<file path="config.mk">
export PLATFORM = sky130hd
export DESIGN_NAME = pre_i_lcu_sched
export DESIGN_NICKNAME = d
export VERILOG_FILES = /design/src/rtl/pre_i_lcu_sched.sv
export SDC_FILE = /design/constraint.sdc
export NUM_CORES = 1
export LEC_CHECK = 0
export BUFFER_PORTS_ARGS = -buffer_cell sky130_fd_sc_hd__buf_2
export CORE_AREA = 2 2 90 101
export DETAILED_ROUTE_END_ITERATION = 8
export DIE_AREA = 0 0 92 103
export PLACE_DENSITY = 0.66
export SETUP_SLACK_MARGIN = 0.1
export SYNTH_ARGS = -nofsm -noshare
export SYNTH_HDL_FRONTEND = slang
export SYNTH_SLANG_ARGS = --single-unit
</file>
<file path="constraint.sdc">
create_clock -name clk -period 4.35 [get_ports clk]
set_clock_uncertainty 0.05 [all_clocks]
set_input_delay 0.435 -clock clk [delete_from_list [all_inputs] [get_ports clk]]
set_output_delay 0.435 -clock clk [all_outputs]
set_load 0.01 [all_outputs]
</file>
<file path="src/rtl/pre_i_lcu_sched.sv">
// pre_i_lcu_sched: walks a frame in LCU raster order for the pre-intra
// mode-decision controller. It loads LCU pixels into a ping-pong buffer one
// LCU ahead of the controller, gates the controller enable, retires each LCU
// on its finish pulse, and flags LCUs whose newblock count is wrong.
module pre_i_lcu_sched #(
  parameter int POS_W       = 7,
  parameter int BLK_PER_LCU = 65
) (
  input  logic             clk,
  input  logic             rst,
  input  logic             start,
  input  logic [POS_W-1:0] lcu_cols,
  input  logic [POS_W-1:0] lcu_rows,
  output logic             ld_req,
  output logic [POS_W-1:0] ld_x,
  output logic [POS_W-1:0] ld_y,
  output logic             ld_slot,
  input  logic             ld_done,
  output logic             ctrl_enable,
  input  logic             ctrl_newblock,
  input  logic             ctrl_finish,
  output logic             run_slot,
  output logic [POS_W-1:0] run_x,
  output logic [POS_W-1:0] run_y,
  output logic             lcu_done,
  output logic             frame_done,
  output logic             busy,
  output logic             blk_err
);

  typedef enum logic [1:0] {
    IDLE      = 2'd0,
    FILL      = 2'd1,
    RUN       = 2'd2,
    WAIT_LOAD = 2'd3
  } state_t;

  localparam logic [POS_W-1:0] ONE      = POS_W'(1);
  localparam logic [6:0]       CNT_MAX  = 7'h7f;
  localparam logic [6:0]       BLK_EXP  = 7'(BLK_PER_LCU);

  state_t           state;
  state_t           state_next;

  logic [POS_W-1:0] cols;
  logic [POS_W-1:0] rows;
  logic             ld_pend;     // a load has been requested and not yet acknowledged
  logic [1:0]       loaded;      // per-slot: buffer holds an LCU not yet retired
  logic [6:0]       blk_cnt;

  logic             ld_ack;
  logic             fin;
  logic             run_last;
  logic             ld_has_next;
  logic             other_rdy;
  logic             issue;
  logic [POS_W-1:0] cols_m1;
  logic [POS_W-1:0] rows_m1;
  logic [POS_W-1:0] run_nx;
  logic [POS_W-1:0] run_ny;
  logic [POS_W-1:0] ld_nx;
  logic [POS_W-1:0] ld_ny;
  logic [6:0]       cnt_inc;

  assign busy = (state != IDLE);

  // Decode of handshake events, raster successors and next state.
  always_comb begin
    // NOTE: every signal written here gets a value before any branch, so no
    // path through the block can leave one holding its old value (a latch).
    state_next  = state;
    cols_m1     = cols - ONE;
    rows_m1     = rows - ONE;
    ld_ack      = ld_done && ld_pend;
    fin         = (state == RUN) && ctrl_enable && ctrl_finish;
    run_last    = (run_x == cols_m1) && (run_y == rows_m1);
    run_nx      = (run_x == cols_m1) ? '0 : run_x + ONE;
    run_ny      = (run_x == cols_m1) ? run_y + ONE : run_y;
    ld_nx       = (ld_x == cols_m1) ? '0 : ld_x + ONE;
    ld_ny       = (ld_x == cols_m1) ? ld_y + ONE : ld_y;
    ld_has_next = !((ld_x == cols_m1) && (ld_y == rows_m1));
    // A load landing in the same cycle as finish counts as ready, so the
    // next LCU starts without a detour through WAIT_LOAD.
    other_rdy   = loaded[~run_slot] || (ld_ack && (ld_slot != run_slot));
    // Prefetch: one load outstanding at most, and only into a freed slot.
    issue       = (state != IDLE) && (!ld_pend || ld_ack) && ld_has_next &&
                  !loaded[~ld_slot];
    cnt_inc     = (ctrl_newblock && (blk_cnt != CNT_MAX)) ? blk_cnt + 7'd1 : blk_cnt;

    case (state)
      IDLE:      if (start)  state_next = FILL;
      FILL:      if (ld_ack) state_next = RUN;
      RUN: begin
        if (fin) begin
          if (run_last)       state_next = IDLE;
          else if (other_rdy) state_next = RUN;
          else                state_next = WAIT_LOAD;
        end
      end
      WAIT_LOAD: if (ld_ack) state_next = RUN;
      default:   state_next = IDLE;
    endcase
  end

  // State register.
  always_ff @(posedge clk or posedge rst) begin
    // NOTE: registers are updated with <= so every flop samples the values
    // from before this edge, independent of statement order.
    if (rst) state <= IDLE;
    else     state <= state_next;
  end

  // Load, run and status registers.
  always_ff @(posedge clk or posedge rst) begin
    if (rst) begin
      cols        <= '0;
      rows        <= '0;
      ld_req      <= 1'b0;
      ld_x        <= '0;
      ld_y        <= '0;
      ld_slot     <= 1'b0;
      ld_pend     <= 1'b0;
      loaded      <= 2'b00;
      ctrl_enable <= 1'b0;
      run_slot    <= 1'b0;
      run_x       <= '0;
      run_y       <= '0;
      blk_cnt     <= '0;
      lcu_done    <= 1'b0;
      frame_done  <= 1'b0;
      blk_err     <= 1'b0;
    end else begin
      ld_req     <= 1'b0;
      lcu_done   <= 1'b0;
      frame_done <= 1'b0;

      if (ld_ack) begin
        loaded[ld_slot] <= 1'b1;
        ld_pend         <= 1'b0;
      end
      if (issue) begin
        ld_req  <= 1'b1;
        ld_x    <= ld_nx;
        ld_y    <= ld_ny;
        ld_slot <= ~ld_slot;
        ld_pend <= 1'b1;
      end

      case (state)
        IDLE: begin
          if (start) begin
            cols     <= lcu_cols;
            rows     <= lcu_rows;
            blk_err  <= 1'b0;
            ld_req   <= 1'b1;
            ld_x     <= '0;
            ld_y     <= '0;
            ld_slot  <= 1'b0;
            ld_pend  <= 1'b1;
            loaded   <= 2'b00;
            run_slot <= 1'b0;
            run_x    <= '0;
            run_y    <= '0;
            blk_cnt  <= '0;
          end
        end
        FILL: begin
          if (ld_ack) ctrl_enable <= 1'b1;
        end
        RUN: begin
          if (!ctrl_enable) begin
            // Single idle cycle between back-to-back LCUs.
            ctrl_enable <= 1'b1;
          end else if (ctrl_finish) begin
            ctrl_enable      <= 1'b0;
            lcu_done         <= 1'b1;
            blk_err          <= blk_err | (cnt_inc != BLK_EXP);
            blk_cnt          <= '0;
            loaded[run_slot] <= 1'b0;
            if (run_last) begin
              frame_done <= 1'b1;
            end else if (other_rdy) begin
              run_slot <= ~run_slot;
              run_x    <= run_nx;
              run_y    <= run_ny;
            end
          end else begin
            blk_cnt <= cnt_inc;
          end
        end
        WAIT_LOAD: begin
          if (ld_ack) begin
            ctrl_enable <= 1'b1;
            run_slot    <= ~run_slot;
            run_x       <= run_nx;
            run_y       <= run_ny;
          end
        end
        default: ;
      endcase
    end
  end

endmodule

</file>
==> results_tabular.tex, run 1 <==
\begin{tabular}{lr}
\hline
Metric & Value \\
\hline
\multicolumn{2}{l}{\textbf{Run status}} \\
Status & finished clean \\
\multicolumn{2}{l}{\textbf{Synthesis}} \\
Post-synthesis instance area & 3710 sq um \\
Top cell type by total area after synthesis & sky130\_fd\_sc\_hd\_\_dfrtp\_1 \\
Number of synthesized register bits & 61 \\
Library cells used by synthesis & 58 \\
Fraction of registers with async set or reset after synthesis & 100\% \\
Main area contributors after synthesis & sky130\_fd\_sc\_hd\_\_dfrtp\_1 (41\%), sky130\_fd\_sc\_hd\_\_xnor2\_1 (8.3\%), sky130\_fd\_sc\_hd\_\_nand2\_1 (6.7\%) \\
Mean area per synthesized cell & 9.31 sq um \\
Number of nets in the synthesized netlist & 425 \\
Syn Inst Count & 398 \\
Top cells by count, synth & sky130\_fd\_sc\_hd\_\_nand2\_1 (66), sky130\_fd\_sc\_hd\_\_dfrtp\_1 (61), sky130\_fd\_sc\_hd\_\_xnor2\_1 (35), sky130\_fd\_sc\_hd\_\_nor2\_1 (23), sky130\_fd\_sc\_hd\_\_inv\_1 (18) \\
Portion of synthesized cell area occupied by the leading cell type & 41.2\% \\
Sequential area share after synthesis & 41.2\% \\
Number of synthesized flops with an enable pin & 0 \\
Total of warnings raised by yosys & 0 \\
Dominant synthesized flop cell & sky130\_fd\_sc\_hd\_\_dfrtp\_1 \\
Library cell with the highest instance count after synthesis & sky130\_fd\_sc\_hd\_\_nand2\_1 \\
\multicolumn{2}{l}{\textbf{Floorplanning}} \\
I/O Pins & 56 \\
Die height & 103 microns \\
Core region area & 8560 sq um \\
Horizontal extent of the die & 92 microns \\
Area of the die & 9480 sq um \\
Site Rows & 36 \\
Initial Utilization & 43.3\% \\
\multicolumn{2}{l}{\textbf{Critical path}} \\
Internal reg-to-reg setup slack & 1.42 ns \\
Family with the most delay on the worst path & simple AND/OR/NAND/NOR gates \\
Capture point of the worst reg-to-reg path & run\_y[3] \\
Kind of critical path & reg -> reg \\
Buffer and inverter count on the worst path & 1 \\
Worst path required time & 4.57 ns \\
Largest fanout of any net on the critical path & 13 \\
Slowest-stage cell, CP & sky130\_fd\_sc\_hd\_\_o21ai\_1 \\
Startpoint Class & flip-flop \\
Cell breakdown of the critical path & inv\_1 -> ha\_1 -> nor3b\_2 -> xnor3\_1 -> nand4\_2 -> o21ai\_1 -> nand4\_1 -> or4\_1 -> o21ai\_1 \\
Library cell appearing most often on the critical path & sky130\_fd\_sc\_hd\_\_o21ai\_1 \\
Register-to-Register Path Depth & 9 \\
Signal arrival time at the worst endpoint & 3.15 ns \\
Critical path's largest stage delay & 0.69 ns \\
Worst setup EP type & flip-flop \\
Worst reg2reg path startpoint & cols[0] \\
\multicolumn{2}{l}{\textbf{Place}} \\
Total placed cells including tap cells & 557 \\
HPWL Detailed & 6.51 mm \\
Final weighted congestion in routability-driven placement & 0.884 \\
Count of buffers from port buffering & 55 \\
\multicolumn{2}{l}{\textbf{Global routing}} \\
Global-route wire length before repair & 14.9 mm \\
Number of antenna violations at the first check in global routing & 0 \\
Sum of overflow across all layers after global routing & 0 \\
Maximum number of pins on one net before global-route repair & 41 \\
Global-route layer with the greatest usage & met2 \\
Routing usage on met2 & 35.3\% \\
Met3 global-route usage & 3.00\% \\
Met1 track demand over resource & 24.4\% \\
Via count of the first global-routing pass & 3146 \\
Global routing usage summed across all routing layers & 19.8\% \\
\multicolumn{2}{l}{\textbf{Timing}} \\
Slew margin rel. & 44.2\% \\
Highest clock rate & 0.341 GHz \\
Fin crit period & 2.93 ns \\
Number of max-slew violations in the final report & 0 \\
Number of hold violations in the final report & 0 \\
Final period util & 67.4\% \\
Final setup fails & 0 \\
Measured slew at the worst slew-check pin & 0.832 ns \\
Sum of negative setup slack & 0 ns \\
Unrepaired setup endpoints after global routing & no \\
\multicolumn{2}{l}{\textbf{Power}} \\
Comb power frac & 48.2\% \\
Maximum VDD drop & 318 uV \\
LEAKAGE & 0.00197 uW \\
Net load switching power & 1270 uW \\
Switching portion of total power & 43.7\% \\
Fraction of power consumed by the clock network & 16.1\% \\
Power density over the cells & 682 nW/um\^{}2 \\
Fraction of power consumed by sequential logic & 35.8\% \\
Int Pwr & 1640 uW \\
\multicolumn{2}{l}{\textbf{Clock tree}} \\
Root Buffer & sky130\_fd\_sc\_hd\_\_clkbuf\_8 \\
Clock net sink count & 61 \\
Clock tree from TritonCTS & built \\
Worst skew pair latency & 0.35 ns \\
Cts hold-fix bufs & 0 \\
Max H-tree Level & 3 \\
Max clock buf depth & 2 \\
Post-CTS setup-driven buffer insertion count & 0 \\
Cts bufs inserted & 9 \\
Number of cells upsized or downsized after cts & 0 \\
Clock transition at the registers of the reported paths & 0.07 ns \\
\multicolumn{2}{l}{\textbf{Final layout}} \\
Number of cells in the finished layout apart from fillers & 573 \\
Nets & 481 \\
Count of inserted antenna diode cells & 0 \\
Synthesis-to-layout area growth & 15.0\% \\
Share of final-layout standard cells stronger than drive strength 1 & 20.9\% \\
\multicolumn{2}{l}{\textbf{Flow run}} \\
Max-cap viol count & 0 \\
\multicolumn{2}{l}{\textbf{Worst hold path}} \\
Worst min-delay path class & in -> async \\
\multicolumn{2}{l}{\textbf{Routing}} \\
Routed vias/inst & 5.42 \\
DRC violation total after the first TritonRoute iteration & 94 \\
Total via count after detailed routing & 3105 \\
DR DRC count & 0 \\
Number of routed nets with antenna violations & 0 \\
Detailed Routing Iterations Pass 1 & 4 \\
Total detailed-routing wirelength & 8.81 mm \\
WL per Instance & 15.4 microns \\
\hline
\end{tabular}
==> how the worst max path moves through the flow <==
stage / start / to / slack (ns) / cells past startpoint
floorplan: rows[0] / run_y[3] / 1.94 / 10
global placement: cols[0] / run_y[5] / 1.54 / 9
detailed placement: cols[0] / run_y[3] / 1.42 / 9
CTS: cols[0] / run_y[3] / 1.40 / 9
global route: cols[0] / run_y[3] / 1.13 / 9
finish: cols[0] / run_y[3] / 1.42 / 9
==> power groups by stage <==
stage	Combinational [uW]	Clock, uW	Sequential [uW]
floorplan	1090	0	1010
global route	1580	502	1080
CTS	1410	476	1040
finish	1400	467	1040
global placement	1370	0	1040
detailed placement	1410	0	1050
==> metal layers <==
| layer | wire length (microns) | up-vias |
|---|---|---|
| li1 | - | 1515 |
| met1 | 3880 | 1518 |
| met2 | 4460 | 64 |
| met3 | 363 | 8 |
| met4 | 107 | 0 |
| met5 | 0 | - |
==> registers in the layout, summed over array words and instances (netlist names), 2 cells and up <==
signal   cells
blk_cnt      7
cols         7
ld_x         7
ld_y         7
rows         7
run_x        7
run_y        7
loaded       2
state        2
==> metrics by stage <==
step / total power, uW / setup WS (ns) / cell area [sq um] / util, % / hold slack, ns
global placement: 2410 / 1.54 / 4080 / 47.7 / 0.419
global route: 3150 / 1.13 / 4260 / 49.8 / 0.0891
finish: 2910 / 1.42 / 4260 / 49.8 / 0.0469
CTS: 2930 / 1.40 / 4260 / 49.8 / 0.0564
floorplan: 2100 / 1.94 / 3710 / - / 0.438
detailed placement: 2460 / 1.42 / 4080 / 47.7 / 0.425
==> cell usage in the layout, fill, tap and decap left out, types with 8 or more instances in the layout <==
master | synthesis | routed
sky130_fd_sc_hd__nand2_1 | 66 | 66
sky130_fd_sc_hd__dfrtp_1 | 61 | 61
sky130_fd_sc_hd__buf_2 | 2 | 55
sky130_fd_sc_hd__xnor2_1 | 35 | 35
sky130_fd_sc_hd__nor2_1 | 23 | 23
sky130_fd_sc_hd__inv_1 | 18 | 17
sky130_fd_sc_hd__o21ai_0 | 16 | 16
sky130_fd_sc_hd__a21oi_1 | 12 | 12
sky130_fd_sc_hd__nand3_1 | 11 | 11
sky130_fd_sc_hd__clkbuf_8 | 0 | 11
sky130_fd_sc_hd__xor2_1 | 9 | 9
sky130_fd_sc_hd__a31oi_1 | 8 | 8
sky130_fd_sc_hd__nand4_1 | 8 | 8
sky130_fd_sc_hd__nor2b_1 | 8 | 8
sky130_fd_sc_hd__a22o_1 | 8 | 8
==> area by class of cell <==
type | instances | area [sq um]
clock buffer | 13 | 159
tap | 114 | 143
sequential | 61 | 1530
inverter | 19 | 71.3
clock inverter | 3 | 20.0
fill | 809 | 4300
multi-input combinational | 306 | 2050
timing repair buffer | 57 | 290
==> kinds of logic (layout without fill, tap and decap cells) <==
family | count (synthesis) | count (layout) | synth area share, %
AOI/OAI and AO/OA | 70 | 70 | 12.5
adders and majority gates | 7 | 7 | 2.36
muxes | 10 | 10 | 2.84
buffers and inverters | 31 | 92 | 3.41
DFF | 61 | 61 | 41.2
and+or+nand+nor | 172 | 172 | 25.7
xor gates and xnor gates | 47 | 47 | 12.1
(Power assumes the default switching activity.)
==> inputs of run 2 (changes only) <==
--- a/config.mk
+++ b/config.mk
@@ -5,11 +5,12 @@
 export SDC_FILE = /design/constraint.sdc
 export NUM_CORES = 1
 export LEC_CHECK = 0
+export ABC_AREA = 1
 export BUFFER_PORTS_ARGS = -buffer_cell sky130_fd_sc_hd__buf_2
-export CORE_AREA = 2 2 90 101
+export CORE_AREA = 2 2 95 106
 export DETAILED_ROUTE_END_ITERATION = 8
-export DIE_AREA = 0 0 92 103
-export PLACE_DENSITY = 0.66
+export DIE_AREA = 0 0 97 108
+export PLACE_DENSITY = 0.68
 export SETUP_SLACK_MARGIN = 0.1
 export SYNTH_ARGS = -nofsm -noshare
 export SYNTH_HDL_FRONTEND = slang
==> constraint.sdc (replaced) <==
create_clock -name clk -period 2.6 [get_ports clk]
set_clock_uncertainty 0.05 [all_clocks]
set_input_delay 0.26 -clock clk [delete_from_list [all_inputs] [get_ports clk]]
set_output_delay 0.26 -clock clk [all_outputs]
set_load 0.01 [all_outputs]
==> run 2 against run 1 <==
  * Area after synthesis is 12% higher
  * Final area up 15%
  * Count of clock-buffer cells in the layout down 1
  * Critical path depth grew 4
  * Fmax rose by 25%
  * Worst hold slack gained 0.0077 ns
  * Critical path type unchanged
  * Critical endpoint is now ld_pend
  * Largest power group unchanged
==> results_tabular.tex, run 2 <==
\begin{tabular}{lr}
\hline
Metric & Value \\
\hline
\multicolumn{2}{l}{\textbf{Routing}} \\
DR DRC count & 0 (unchanged) \\
WL per Instance & 13.8 microns (-10\%) \\
Number of routed nets with antenna violations & 0 (unchanged) \\
DRC violation total after the first TritonRoute iteration & 216 (+130\%) \\
Detailed Routing Iterations Pass 1 & 5 (+1) \\
Total via count after detailed routing & 4256 (+37\%) \\
Routed vias/inst & 5.23 (-3.5\%) \\
Total detailed-routing wirelength & 11.2 mm (+27\%) \\
\multicolumn{2}{l}{\textbf{Final layout}} \\
Share of final-layout standard cells stronger than drive strength 1 & 17.1\% (-3.8 points) \\
Final design utilization & 52.7\% (+2.9 points) \\
Count of inserted antenna diode cells & 0 (unchanged) \\
Most common cell after layout, fill and taps aside & sky130\_fd\_sc\_hd\_\_nand2\_1 \\
Nets & 719 (+49\%) \\
Leading cell types in the layout, fill and taps excluded & sky130\_fd\_sc\_hd\_\_nand2\_1 (193), sky130\_fd\_sc\_hd\_\_inv\_1 (73), sky130\_fd\_sc\_hd\_\_nand3\_1 (72) \\
Synthesis-to-layout area growth & 18.0\% \\
\multicolumn{2}{l}{\textbf{Synthesis}} \\
Number of nets in the synthesized netlist & 653 (+54\%) \\
Portion of synthesized cell area occupied by the leading cell type & 36.7\% (-4.5 points) \\
Number of synthesized register bits & 61 (unchanged) \\
Fraction of registers with async set or reset after synthesis & 100\% (unchanged) \\
Mean area per synthesized cell & 6.65 sq um (-29\%) \\
Post-synthesis instance area & 4160 sq um (+12\%) \\
Top cells by count, synth & sky130\_fd\_sc\_hd\_\_nand2\_1 (194), sky130\_fd\_sc\_hd\_\_inv\_1 (74), sky130\_fd\_sc\_hd\_\_nor2\_1 (74), sky130\_fd\_sc\_hd\_\_nand3\_1 (73), sky130\_fd\_sc\_hd\_\_dfrtp\_1 (61) \\
Sequential area share after synthesis & 36.7\% (-4.5 points) \\
Main area contributors after synthesis & sky130\_fd\_sc\_hd\_\_dfrtp\_1 (37\%), sky130\_fd\_sc\_hd\_\_nand2\_1 (18\%), sky130\_fd\_sc\_hd\_\_nand3\_1 (8.8\%) \\
Number of synthesized flops with an enable pin & 0 (unchanged) \\
Top cell type by total area after synthesis & sky130\_fd\_sc\_hd\_\_dfrtp\_1 \\
Syn Inst Count & 626 (+57\%) \\
Dominant synthesized flop cell & sky130\_fd\_sc\_hd\_\_dfrtp\_1 \\
Total of warnings raised by yosys & 0 (unchanged) \\
Library cell with the highest instance count after synthesis & sky130\_fd\_sc\_hd\_\_nand2\_1 \\
Library cells used by synthesis & 37 (-36\%) \\
\multicolumn{2}{l}{\textbf{Place}} \\
Count of buffers from port buffering & 55 (unchanged) \\
Setup WS pre-CTS & 0.0264 ns (-1.40 ns) \\
Final weighted congestion in routability-driven placement & 0.929 (+5.1\%) \\
HPWL Detailed & 8.37 mm (+28\%) \\
\multicolumn{2}{l}{\textbf{Clock tree}} \\
Max clock buf depth & 2 (unchanged) \\
Clock tree from TritonCTS & built \\
Cts bufs inserted & 9 (unchanged) \\
Max H-tree Level & 3 (unchanged) \\
Clock transition at the registers of the reported paths & 0.07 ns (about the same) \\
Worst skew pair latency & 0.36 ns (about the same) \\
Clock net sink count & 61 (unchanged) \\
Root Buffer & sky130\_fd\_sc\_hd\_\_clkbuf\_8 \\
\multicolumn{2}{l}{\textbf{Floorplanning}} \\
Area of the die & 10500 sq um (+11\%) \\
Die height & 108 microns (+4.9\%) \\
Site Rows & 37 (+2.8\%) \\
I/O Pins & 56 (unchanged) \\
Initial Utilization & 44.7\% (+1.4 points) \\
Core region area & 9310 sq um (+8.7\%) \\
Horizontal extent of the die & 97 microns (+5.4\%) \\
\multicolumn{2}{l}{\textbf{Critical path}} \\
Kind of critical path & reg -> reg \\
Largest fanout of any net on the critical path & 8 (-5) \\
Critical path's largest stage delay & 0.41 ns (-0.28 ns) \\
Family with the most delay on the worst path & simple AND/OR/NAND/NOR gates \\
Signal arrival time at the worst endpoint & 2.55 ns (-0.60 ns) \\
Startpoint Class & flip-flop \\
Buffer and inverter count on the worst path & 2 (+1) \\
Worst path required time & 2.80 ns (-1.77 ns) \\
Worst setup EP type & flip-flop \\
Cell breakdown of the critical path & inv\_2 -> ha\_1 -> inv\_1 -> nand2\_1 -> nand3\_1 -> nand2\_1 -> nor2\_1 -> nand3\_1 -> nor2\_4 -> nand2\_1 -> nand2\_1 -> nand2\_2 -> or2\_1 \\
Library cell appearing most often on the critical path & sky130\_fd\_sc\_hd\_\_nand2\_1 \\
Slowest-stage cell, CP & sky130\_fd\_sc\_hd\_\_dfrtp\_1 \\
\multicolumn{2}{l}{\textbf{Timing}} \\
Number of hold violations in the final report & 0 (unchanged) \\
Sum of negative setup slack & 0 ns (unchanged) \\
Highest clock rate & 0.425 GHz (+25\%) \\
Fin crit period & 2.35 ns (-0.581 ns) \\
Unrepaired setup endpoints after global routing & no \\
Slew margin rel. & 59.8\% (+16 points) \\
Final period util & 90.5\% (+23 points) \\
Setup slack after layout & 0.248 ns (-1.17 ns) \\
Final setup fails & 0 (unchanged) \\
Measured slew at the worst slew-check pin & 0.602 ns (-0.230 ns) \\
Number of max-slew violations in the final report & 0 (unchanged) \\
\multicolumn{2}{l}{\textbf{Power}} \\
Maximum VDD drop & 577 uV (+82\%) \\
LEAKAGE & 0.00262 uW (+33\%) \\
Power density over the cells & 1190 nW/um\^{}2 (+75\%) \\
\multicolumn{2}{l}{\textbf{Global routing}} \\
Global routing usage summed across all routing layers & 22.2\% (+2.4 points) \\
Number of antenna violations at the first check in global routing & 0 (unchanged) \\
Global-route wire length before repair & 19.1 mm (+28\%) \\
Sum of overflow across all layers after global routing & 0 (unchanged) \\
Via count of the first global-routing pass & 4048 (+29\%) \\
Maximum number of pins on one net before global-route repair & 36 (-12\%) \\
\multicolumn{2}{l}{\textbf{Worst hold path}} \\
Worst min-delay path class & in -> reg \\
\multicolumn{2}{l}{\textbf{Run status}} \\
Status & finished clean \\
\multicolumn{2}{l}{\textbf{Flow run}} \\
Max-cap viol count & 0 (unchanged) \\
\hline
\end{tabular}
-- run 2: changes by cell type after synthesis, moves of 14 or more --
| cell | change |
|---|---|
| sky130_fd_sc_hd__nand2_1 | +128 |
| sky130_fd_sc_hd__nand3_1 | +62 |
| sky130_fd_sc_hd__inv_1 | +56 |
| sky130_fd_sc_hd__nor2_1 | +51 |
| sky130_fd_sc_hd__xnor2_1 | -35 |
| sky130_fd_sc_hd__nand4_1 | +14 |
-- run 2: kinds of logic after synthesis --
group / count (synthesis) / share of synthesized area [%]
adder cells (fa/ha/maj): 7 / 2.11
XOR/XNOR: 13 / 2.74
AO/OA/AOI/OAI: 54 / 7.73
buffers and inverters: 97 / 8.87
flip-flops: 61 / 36.7
AND/OR/NAND/NOR: 394 / 41.9
-- run 2: area by class of cell --
type / count / area, sq um
inverters: 90 / 338
flip-flops and latches: 61 / 1530
well taps: 117 / 146
fillers: 938 / 4400
clock inverters: 4 / 95.1
clock buffers: 12 / 145
multi-input cells: 469 / 2320
repair buffers: 61 / 335
-- run 2: what timing repair did --
item / CTS / global route
gates resized for setup: 1 / 8
hold buffers: 1 / 0
buffers inserted: 0 / 2
endpoints found under the setup margin: 15 / 27
gates cloned: 0 / 1
hold endpoints to repair: 26 / 0
pin swaps: 0 / 2
-- run 2: per-stage QoR --
stage	cell area, sq um	cells	power [uW]	hold slack [ns]
3_5_place_dp	4590	794	4660	0.332
6_report	4910	814	5850	0.0546
2_1_floorplan	4160	626	3840	0.331
3_3_place_gp	4590	794	4580	0.309
5_1_grt	4910	814	6390	0.0517
4_1_cts	4840	811	5760	0.0448
-- run 2: path summary, 6_finish.rpt --
kind | start | to | slack [ns] | depth (start not counted)
max in group asynchronous | rst | ld_req | 1.44 | 4
max | cols[0] | ld_pend | 0.25 | 13
min in group asynchronous | rst | run_y[6] | 0.46 | 3
min | lcu_rows[0] | rows[0] | 0.05 | 3
max reg2reg | cols[0] | ld_pend | 0.25 | 13
min reg2reg | blk_err | blk_err | 0.48 | 2
-- run 2: worst register-to-register path: stages (launching register included) --
cell                      delay [ns]
sky130_fd_sc_hd__dfrtp_1        0.41
sky130_fd_sc_hd__inv_2          0.09
sky130_fd_sc_hd__ha_1           0.29
sky130_fd_sc_hd__inv_1          0.11
sky130_fd_sc_hd__nand2_1        0.08
sky130_fd_sc_hd__nand3_1        0.11
sky130_fd_sc_hd__nand2_1        0.06
sky130_fd_sc_hd__nor2_1         0.14
sky130_fd_sc_hd__nand3_1        0.14
sky130_fd_sc_hd__nor2_4         0.21
sky130_fd_sc_hd__nand2_1        0.12
sky130_fd_sc_hd__nand2_1        0.10
sky130_fd_sc_hd__nand2_2        0.10
sky130_fd_sc_hd__or2_1          0.23
-- run 2: per-layer routing --
metal / vias to the layer above / track usage [%] / share of wire (%)
li1: 2139 / - / -
met1: 1985 / 28.9 / 45
met3: 26 / 4.33 / 4.7
met2: 106 / 36.9 / 48
met5: - / 0 / 0
met4: 0 / 8.65 / 2.3
-- run 2: report_power, final --
part | switching, uW | leakage (uW) | internal (uW)
combinational | 1970 | 0.00173 | 1060
clock | 410 | 0.000121 | 663
sequential | 466 | 0.000777 | 1280
total | 2840 | 0.00262 | 3000
